--- src/rtl/fc_score_engine_pkg.sv ---
// fc_score_engine_pkg: shared widths, saturation limits, FSM states and saturation helper
package fc_score_engine_pkg;
  localparam int INTERNAL_BITS = 32;
  localparam int ACC_BITS = 2 * INTERNAL_BITS;
  localparam logic signed [INTERNAL_BITS-1:0] MAX_S = 32'sh7FFFFFFF;
  localparam logic signed [INTERNAL_BITS-1:0] MIN_S = 32'sh80000000;
  typedef enum logic [2:0] {S_IDLE, S_MAC, S_STORE, S_EMIT, S_DONE} state_t;
  // clamp a widened sum: it fits only when every bit above the result sign bit matches it
  function automatic logic signed [INTERNAL_BITS-1:0] sat_ib(input logic signed [ACC_BITS:0] v);
    sat_ib = (&v[ACC_BITS:INTERNAL_BITS-1] | ~|v[ACC_BITS:INTERNAL_BITS-1]) ?
             v[INTERNAL_BITS-1:0] : (v[ACC_BITS] ? MIN_S : MAX_S);
  endfunction
endpackage

--- src/rtl/fc_score_engine_if.sv ---
// fc_score_engine_if: start/status, feature/weight/bias memory ports and score stream
interface fc_score_engine_if #(parameter int ADDR_W = 16);
  import fc_score_engine_pkg::*;
  logic start;
  logic [ADDR_W-1:0] feat_addr;
  logic [ADDR_W-1:0] w_addr;
  logic [ADDR_W-1:0] bias_addr;
  logic signed [INTERNAL_BITS-1:0] feat_rdata;
  logic signed [INTERNAL_BITS-1:0] w_rdata;
  logic signed [INTERNAL_BITS-1:0] bias_rdata;
  logic signed [INTERNAL_BITS-1:0] score_out;
  logic score_valid;
  logic busy;
  logic done;
  modport master (
    input  start, feat_rdata, w_rdata, bias_rdata,
    output feat_addr, w_addr, bias_addr, score_out, score_valid, busy, done
  );
  modport slave (
    output start, feat_rdata, w_rdata, bias_rdata,
    input  feat_addr, w_addr, bias_addr, score_out, score_valid, busy, done
  );
endinterface

--- src/rtl/fc_score_engine_sat_round.sv ---
// fc_sat_round: arithmetic shift, bias add and saturation to INTERNAL_BITS
module fc_sat_round import fc_score_engine_pkg::*; #(
  parameter int FRAC_BITS = 0
) (
  input  logic signed [ACC_BITS-1:0]      i_acc,
  input  logic signed [INTERNAL_BITS-1:0] i_bias,
  output logic signed [INTERNAL_BITS-1:0] o_s
);
  logic signed [ACC_BITS-1:0] w_sh;
  logic signed [ACC_BITS:0]   w_sum;
  assign w_sh  = i_acc >>> FRAC_BITS;
  assign w_sum = {w_sh[ACC_BITS-1], w_sh} +
                 {{(ACC_BITS+1-INTERNAL_BITS){i_bias[INTERNAL_BITS-1]}}, i_bias};
  assign o_s   = sat_ib(w_sum);
endmodule

--- src/rtl/fc_score_engine.sv ---
// fc_score_engine: per-class dot product + bias, buffered and emitted as one unbroken burst
module fc_score_engine import fc_score_engine_pkg::*; #(
  parameter int IN_LEN    = 16,
  parameter int NUM_CLASS = 10,
  parameter int FRAC_BITS = 0,
  parameter int ADDR_W    = 16
) (
  input logic               i_clk,
  input logic               i_rst_n,
  fc_score_engine_if.master bus
);
  localparam int IW = $clog2(IN_LEN + 1);
  localparam int CW = $clog2(NUM_CLASS + 1);
  state_t r_state;
  logic [IW-1:0] r_i;
  logic [CW-1:0] r_cls;
  logic [CW-1:0] r_e;
  logic signed [ACC_BITS-1:0] r_acc;
  logic signed [INTERNAL_BITS-1:0] r_buf [NUM_CLASS];
  logic [ADDR_W-1:0] r_base;
  logic [ADDR_W-1:0] r_feat_addr;
  logic [ADDR_W-1:0] r_w_addr;
  logic [ADDR_W-1:0] r_bias_addr;
  logic signed [INTERNAL_BITS-1:0] r_score;
  logic r_valid;
  logic r_busy;
  logic r_done;
  logic signed [ACC_BITS-1:0] w_prod;
  logic signed [INTERNAL_BITS-1:0] w_s;
  logic [CW-1:0] w_e_nx;
  assign w_prod = ACC_BITS'(bus.feat_rdata) * ACC_BITS'(bus.w_rdata);
  assign w_e_nx = r_e + CW'(1);
  fc_sat_round #(.FRAC_BITS(FRAC_BITS)) u_sat (
    .i_acc (r_acc),
    .i_bias(bus.bias_rdata),
    .o_s   (w_s)
  );
  // job sequencer: memory addressing runs one cycle ahead of the data it multiplies
  always_ff @(posedge i_clk or negedge i_rst_n) begin
    if (!i_rst_n) begin
      r_state     <= S_IDLE;
      r_i         <= '0;
      r_cls       <= '0;
      r_e         <= '0;
      r_acc       <= '0;
      r_base      <= '0;
      r_feat_addr <= '0;
      r_w_addr    <= '0;
      r_bias_addr <= '0;
      r_score     <= '0;
      r_valid     <= 1'b0;
      r_busy      <= 1'b0;
      r_done      <= 1'b0;
      for (int k = 0; k < NUM_CLASS; k++) r_buf[k] <= '0;
    end else begin
      case (r_state)
        S_IDLE: if (bus.start) begin
          r_state     <= S_MAC;
          r_busy      <= 1'b1;
          r_i         <= '0;
          r_cls       <= '0;
          r_acc       <= '0;
          r_base      <= '0;
          r_feat_addr <= '0;
          r_w_addr    <= '0;
          r_bias_addr <= '0;
        end
        S_MAC: begin
          if (r_i != '0) r_acc <= r_acc + w_prod;
          if (r_i == IW'(IN_LEN)) r_state <= S_STORE;
          else begin
            r_i <= r_i + IW'(1);
            if (r_i != IW'(IN_LEN - 1)) begin
              r_feat_addr <= r_feat_addr + ADDR_W'(1);
              r_w_addr    <= r_w_addr + ADDR_W'(1);
            end
          end
        end
        S_STORE: begin
          r_buf[r_cls] <= w_s;
          if (r_cls == CW'(NUM_CLASS - 1)) begin
            r_state     <= S_EMIT;
            r_e         <= '0;
            r_valid     <= 1'b1;
            r_score     <= (r_cls == '0) ? w_s : r_buf[0];
            r_feat_addr <= '0;
            r_w_addr    <= '0;
            r_bias_addr <= '0;
          end else begin
            r_state     <= S_MAC;
            r_cls       <= r_cls + CW'(1);
            r_i         <= '0;
            r_acc       <= '0;
            r_base      <= r_base + ADDR_W'(IN_LEN);
            r_feat_addr <= '0;
            r_w_addr    <= r_base + ADDR_W'(IN_LEN);
            r_bias_addr <= r_bias_addr + ADDR_W'(1);
          end
        end
        S_EMIT: begin
          if (r_e == CW'(NUM_CLASS - 1)) begin
            r_state <= S_DONE;
            r_valid <= 1'b0;
            r_score <= '0;
            r_done  <= 1'b1;
          end else begin
            r_e     <= w_e_nx;
            r_score <= r_buf[w_e_nx];
          end
        end
        S_DONE: begin
          r_state <= S_IDLE;
          r_done  <= 1'b0;
          r_busy  <= 1'b0;
        end
        default: r_state <= S_IDLE;
      endcase
    end
  end
  assign bus.feat_addr   = r_feat_addr;
  assign bus.w_addr      = r_w_addr;
  assign bus.bias_addr   = r_bias_addr;
  assign bus.score_out   = r_score;
  assign bus.score_valid = r_valid;
  assign bus.busy        = r_busy;
  assign bus.done        = r_done;
endmodule

--- src/flat_wrapper.sv ---
// flat-port wrapper written by rule: the top's interface ports become plain ports
module fc_score_engine_flat import fc_score_engine_pkg::*;
#(
  parameter int IN_LEN    = 16,
  parameter int NUM_CLASS = 10,
  parameter int FRAC_BITS = 0,
  parameter int ADDR_W    = 16
)
  (i_clk, i_rst_n, bus_start, bus_feat_rdata, bus_w_rdata, bus_bias_rdata, bus_feat_addr, bus_w_addr, bus_bias_addr, bus_score_out, bus_score_valid, bus_busy, bus_done);
  fc_score_engine_if #(.ADDR_W(ADDR_W)) bus_i ();
  input logic i_clk;
  input logic i_rst_n;
  input wire logic [$bits(bus_i.start)-1:0] bus_start;
  input wire logic [$bits(bus_i.feat_rdata)-1:0] bus_feat_rdata;
  input wire logic [$bits(bus_i.w_rdata)-1:0] bus_w_rdata;
  input wire logic [$bits(bus_i.bias_rdata)-1:0] bus_bias_rdata;
  output wire logic [$bits(bus_i.feat_addr)-1:0] bus_feat_addr;
  output wire logic [$bits(bus_i.w_addr)-1:0] bus_w_addr;
  output wire logic [$bits(bus_i.bias_addr)-1:0] bus_bias_addr;
  output wire logic [$bits(bus_i.score_out)-1:0] bus_score_out;
  output wire logic [$bits(bus_i.score_valid)-1:0] bus_score_valid;
  output wire logic [$bits(bus_i.busy)-1:0] bus_busy;
  output wire logic [$bits(bus_i.done)-1:0] bus_done;
  assign bus_i.start = bus_start;
  assign bus_i.feat_rdata = bus_feat_rdata;
  assign bus_i.w_rdata = bus_w_rdata;
  assign bus_i.bias_rdata = bus_bias_rdata;
  assign bus_feat_addr = bus_i.feat_addr;
  assign bus_w_addr = bus_i.w_addr;
  assign bus_bias_addr = bus_i.bias_addr;
  assign bus_score_out = bus_i.score_out;
  assign bus_score_valid = bus_i.score_valid;
  assign bus_busy = bus_i.busy;
  assign bus_done = bus_i.done;
  fc_score_engine #(.IN_LEN(IN_LEN), .NUM_CLASS(NUM_CLASS), .FRAC_BITS(FRAC_BITS), .ADDR_W(ADDR_W)) u_core (.i_clk(i_clk), .i_rst_n(i_rst_n), .bus(bus_i));
endmodule
--- config.mk ---
export PLATFORM = sky130hd
export DESIGN_NAME = fc_score_engine_flat
export DESIGN_NICKNAME = d
export VERILOG_FILES = /design/src/rtl/fc_score_engine_pkg.sv /design/src/rtl/fc_score_engine_if.sv /design/src/rtl/fc_score_engine_sat_round.sv /design/src/rtl/fc_score_engine.sv /design/src/flat_wrapper.sv
export SDC_FILE = /design/constraint.sdc
export NUM_CORES = 2
export LEC_CHECK = 0
export ABC_AREA = 1
export CAP_MARGIN = 10
export CORE_MARGIN = 2
export CORE_UTILIZATION = 56
export CTS_CLUSTER_DIAMETER = 50
export DETAILED_ROUTE_END_ITERATION = 6
export PLACE_DENSITY = 0.82
export SYNTH_ARGS = -nofsm -noshare
export SYNTH_HDL_FRONTEND = slang
export SYNTH_SLANG_ARGS = --single-unit
--- constraint.sdc ---
create_clock -name i_clk -period 13.3 [get_ports i_clk]
set_input_delay 2.66 -clock i_clk [delete_from_list [all_inputs] [get_ports i_clk]]
set_output_delay 2.66 -clock i_clk [all_outputs]
set_load 0.01 [all_outputs]
==> results.ini <==
[synthesis]
synthesis.nets = 10800
synth_edf_count = 0
synth_warnings = 0
syn_inst = 9208
synth_area_leaders = fa_1 (34%), dfrtp_1 (18%), inv_1 (13%), nand2_1 (12%), ha_1 (5.2%)
synth_commonest_cells = inv_1 (2388), nand2_1 (2230), fa_1 (1211), nor2_1 (562), o21ai_0 (498)
synthFlopType = dfrtp_1
yosysSeqAreaShare = 0.176
yosysTopAreaCellShare = 0.344
ys_ff_latch = 495
synth_top_cell_by_area = fa_1
syn_area_um2 = 70500
synth_cell_types = 49
avgSynthCellArea_um2 = 7.66
yosysMostFrequentCell = inv_1
postSynth.asyncResetShare = 1.00

[drt]
postRouteWirelength_mm = 207
drc = 0
first_pass_iters = 6
num_vias = 60200
drt_iter0_drc = 5882
drtAntennaViolNets = 0
vias_per_cell = 5.55
wire_per_inst_um = 19.1

[min_path]
holdPathStages = 2
worstHoldStart = u_core.bus.score_valid
hold_class = flop to flop
whs_endpoint = u_core.bus.score_valid

[cts]
clkTransAtPathRegs_ns = 0.05
cts_root_buf = clkbuf_16
cts_buffer_depth = 3
clk_latency_ns = 0.63
htreeDepth = 3
cts_hold_buf = 0
clock_sinks = 495
numCtsBuffers = 66
post_cts_resized = 0
post-cts-setup-buffers = 0
cts_tree = built

[worst_setup_path]
required_ns = 13.83
worstRegToRegCells = 29
regToRegSetupSlack_ns = 5.69
path_class = input port to flop
end_kind = flop
arrival_ns = 11.24
worst_setup_path_start_kind = input port
crit_fanout = 32
reg2reg_from = u_core.r_acc[18]
cp_common_cell = fa_1
timing.rr.end = u_core.r_acc[47]
critPathMaxStageDelay_ns = 0.89
critPathSlowestCell = clkdlybuf4s50_1

[floorplan]
ios = 182
rows = 130
die_w_um = 359
coreArea_um2 = 125000
die_area_um2 = 129000
initial_utilization = 0.563
fp.dieH_um = 359

[placed_design]
portBuffers = 181
post-dp-hpwl_mm = 161
routabilityCongestion = 1.01

[timing]
fmax_mhz = 93.4
setup_viol = 0
setup_tns_ns = 0
tightest_slew_ns = 1.22
slew_violations = 0
period_share = 0.805
finalCriticalPeriod_ns = 10.71
hold_viol = 0
maxSlewHeadroom = 0.185
rsz0062_at_grt = false
finClkSkew_ns = 0.0543

[cells_and_area]
fill_cells = 10700
area_growth_pct = 7.62
nets = 10800
drive_above_1_share = 0.0317

[grt]
grt_overflow = 0
grt_first_pass_wirelength_mm = 334
grt_pass1_vias = 62500
grt_max_degree = 165
antenna_found_initial = 2
grt.total_usage = 0.326

[job]
cap_violations = 0

[status]
status = complete, no violations

==> through the flow <==
stage	worst slack, ns	hold slack [ns]	area [um^2]	std cells	util
5_1_grt	2.01	0.533	75900	10900	0.606
3_3_place_gp	2.12	0.473	73600	10700	0.587
6_report	2.59	0.499	75900	10900	0.606
4_1_cts	2.64	0.505	75900	10900	0.606
3_5_place_dp	1.99	0.493	73600	10700	0.587
2_1_floorplan	2.87	0.452	70500	9208	-
==> per-layer routing <==
layer  vias up  part of all wire  GRT usage
met5         -          0.000087          0
met4         2             0.051      0.147
met3       761             0.092     0.0629
met2      3092              0.48      0.543
met1     29300              0.38      0.413
li1      27100                 -          -
==> how the worst max path moves through the flow <==
stage | from | endpoint | slack (ns)
global placement | bus_feat_rdata[31] | u_core.r_acc[60] | 2.12
finish | bus_feat_rdata[31] | u_core.r_acc[60] | 2.59
CTS | bus_feat_rdata[31] | u_core.r_acc[60] | 2.64
detailed placement | bus_feat_rdata[31] | u_core.r_acc[60] | 1.99
floorplan | bus_feat_rdata[31] | u_core.r_acc[63] | 2.87
global route | bus_feat_rdata[31] | u_core.r_acc[60] | 2.01
==> worst max-delay path, delay by kind of cell <==
kind                     cells  cell delay [ns]
adder cells (fa/ha/maj)      9             4.66
AND/OR/NAND/NOR             13             2.28
buffers and inverters        6             1.14
AO/OA/AOI/OAI                3             0.47
==> layout make-up <==
class | instances | area, um^2 | area share
Tap cell | 1650 | 2060 | 0.0272
Antenna cell | 1 | 2.50 | 0.0000330
Timing Repair Buffer | 270 | 2410 | 0.0318
Multi-Input combinational cell | 5937 | 47700 | 0.629
Clock inverter | 30 | 439 | 0.00579
Sequential cell | 495 | 12400 | 0.163
Clock buffer | 86 | 1860 | 0.0245
Inverter | 2392 | 8980 | 0.118
==> placed cells by master (no fill, tap or decap), drive strengths merged, types with 46 or more instances in the layout <==
| master | n |
|---|---|
| clkbuf | 87 |
| buf | 109 |
| inv | 2396 |
| nor3 | 52 |
| nor2 | 564 |
| ha | 295 |
| fa | 1211 |
| xor2 | 46 |
| nand3 | 203 |
| a21oi | 374 |
| o21ai | 509 |
| a31oi | 184 |
| dfrtp | 495 |
| clkdlybuf4s50 | 160 |
| nand2 | 2263 |
==> sequential cells by signal, indices dropped and copies added, names as in the netlist <==
| name | cells |
|---|---|
| u_core.bus.busy | 1 |
| u_core.bus.bias_addr | 16 |
| u_core.r_acc | 64 |
| u_core.bus.done | 1 |
| u_core.r_base | 12 |
| u_core.r_e | 4 |
| u_core.r_state | 3 |
| u_core.r_buf | 320 |
| u_core.r_i | 5 |
| u_core.bus.feat_addr | 16 |
| u_core.bus.score_valid | 1 |
| u_core.bus.w_addr | 16 |
| u_core.r_cls | 4 |
| u_core.bus.score_out | 32 |
==> logic make-up (layout without fill, tap and decap cells) <==
kind of cell             after synthesis  after routing  synth area share
adder cells (fa/ha/maj)             1506           1506             0.396
XOR/XNOR                              69             69           0.00857
AO/OA/AOI/OAI                       1203           1203            0.0931
buffers and inverters               2776           2778             0.149
other                                  0              1                 0
AND/OR/NAND/NOR                     3156           3156             0.177
multiplexers                           3              3          0.000426
flip-flops                           495            495             0.176
Power is not shown: default switching activity piles up to over one toggle a cycle in this logic, so the estimate is an artifact.
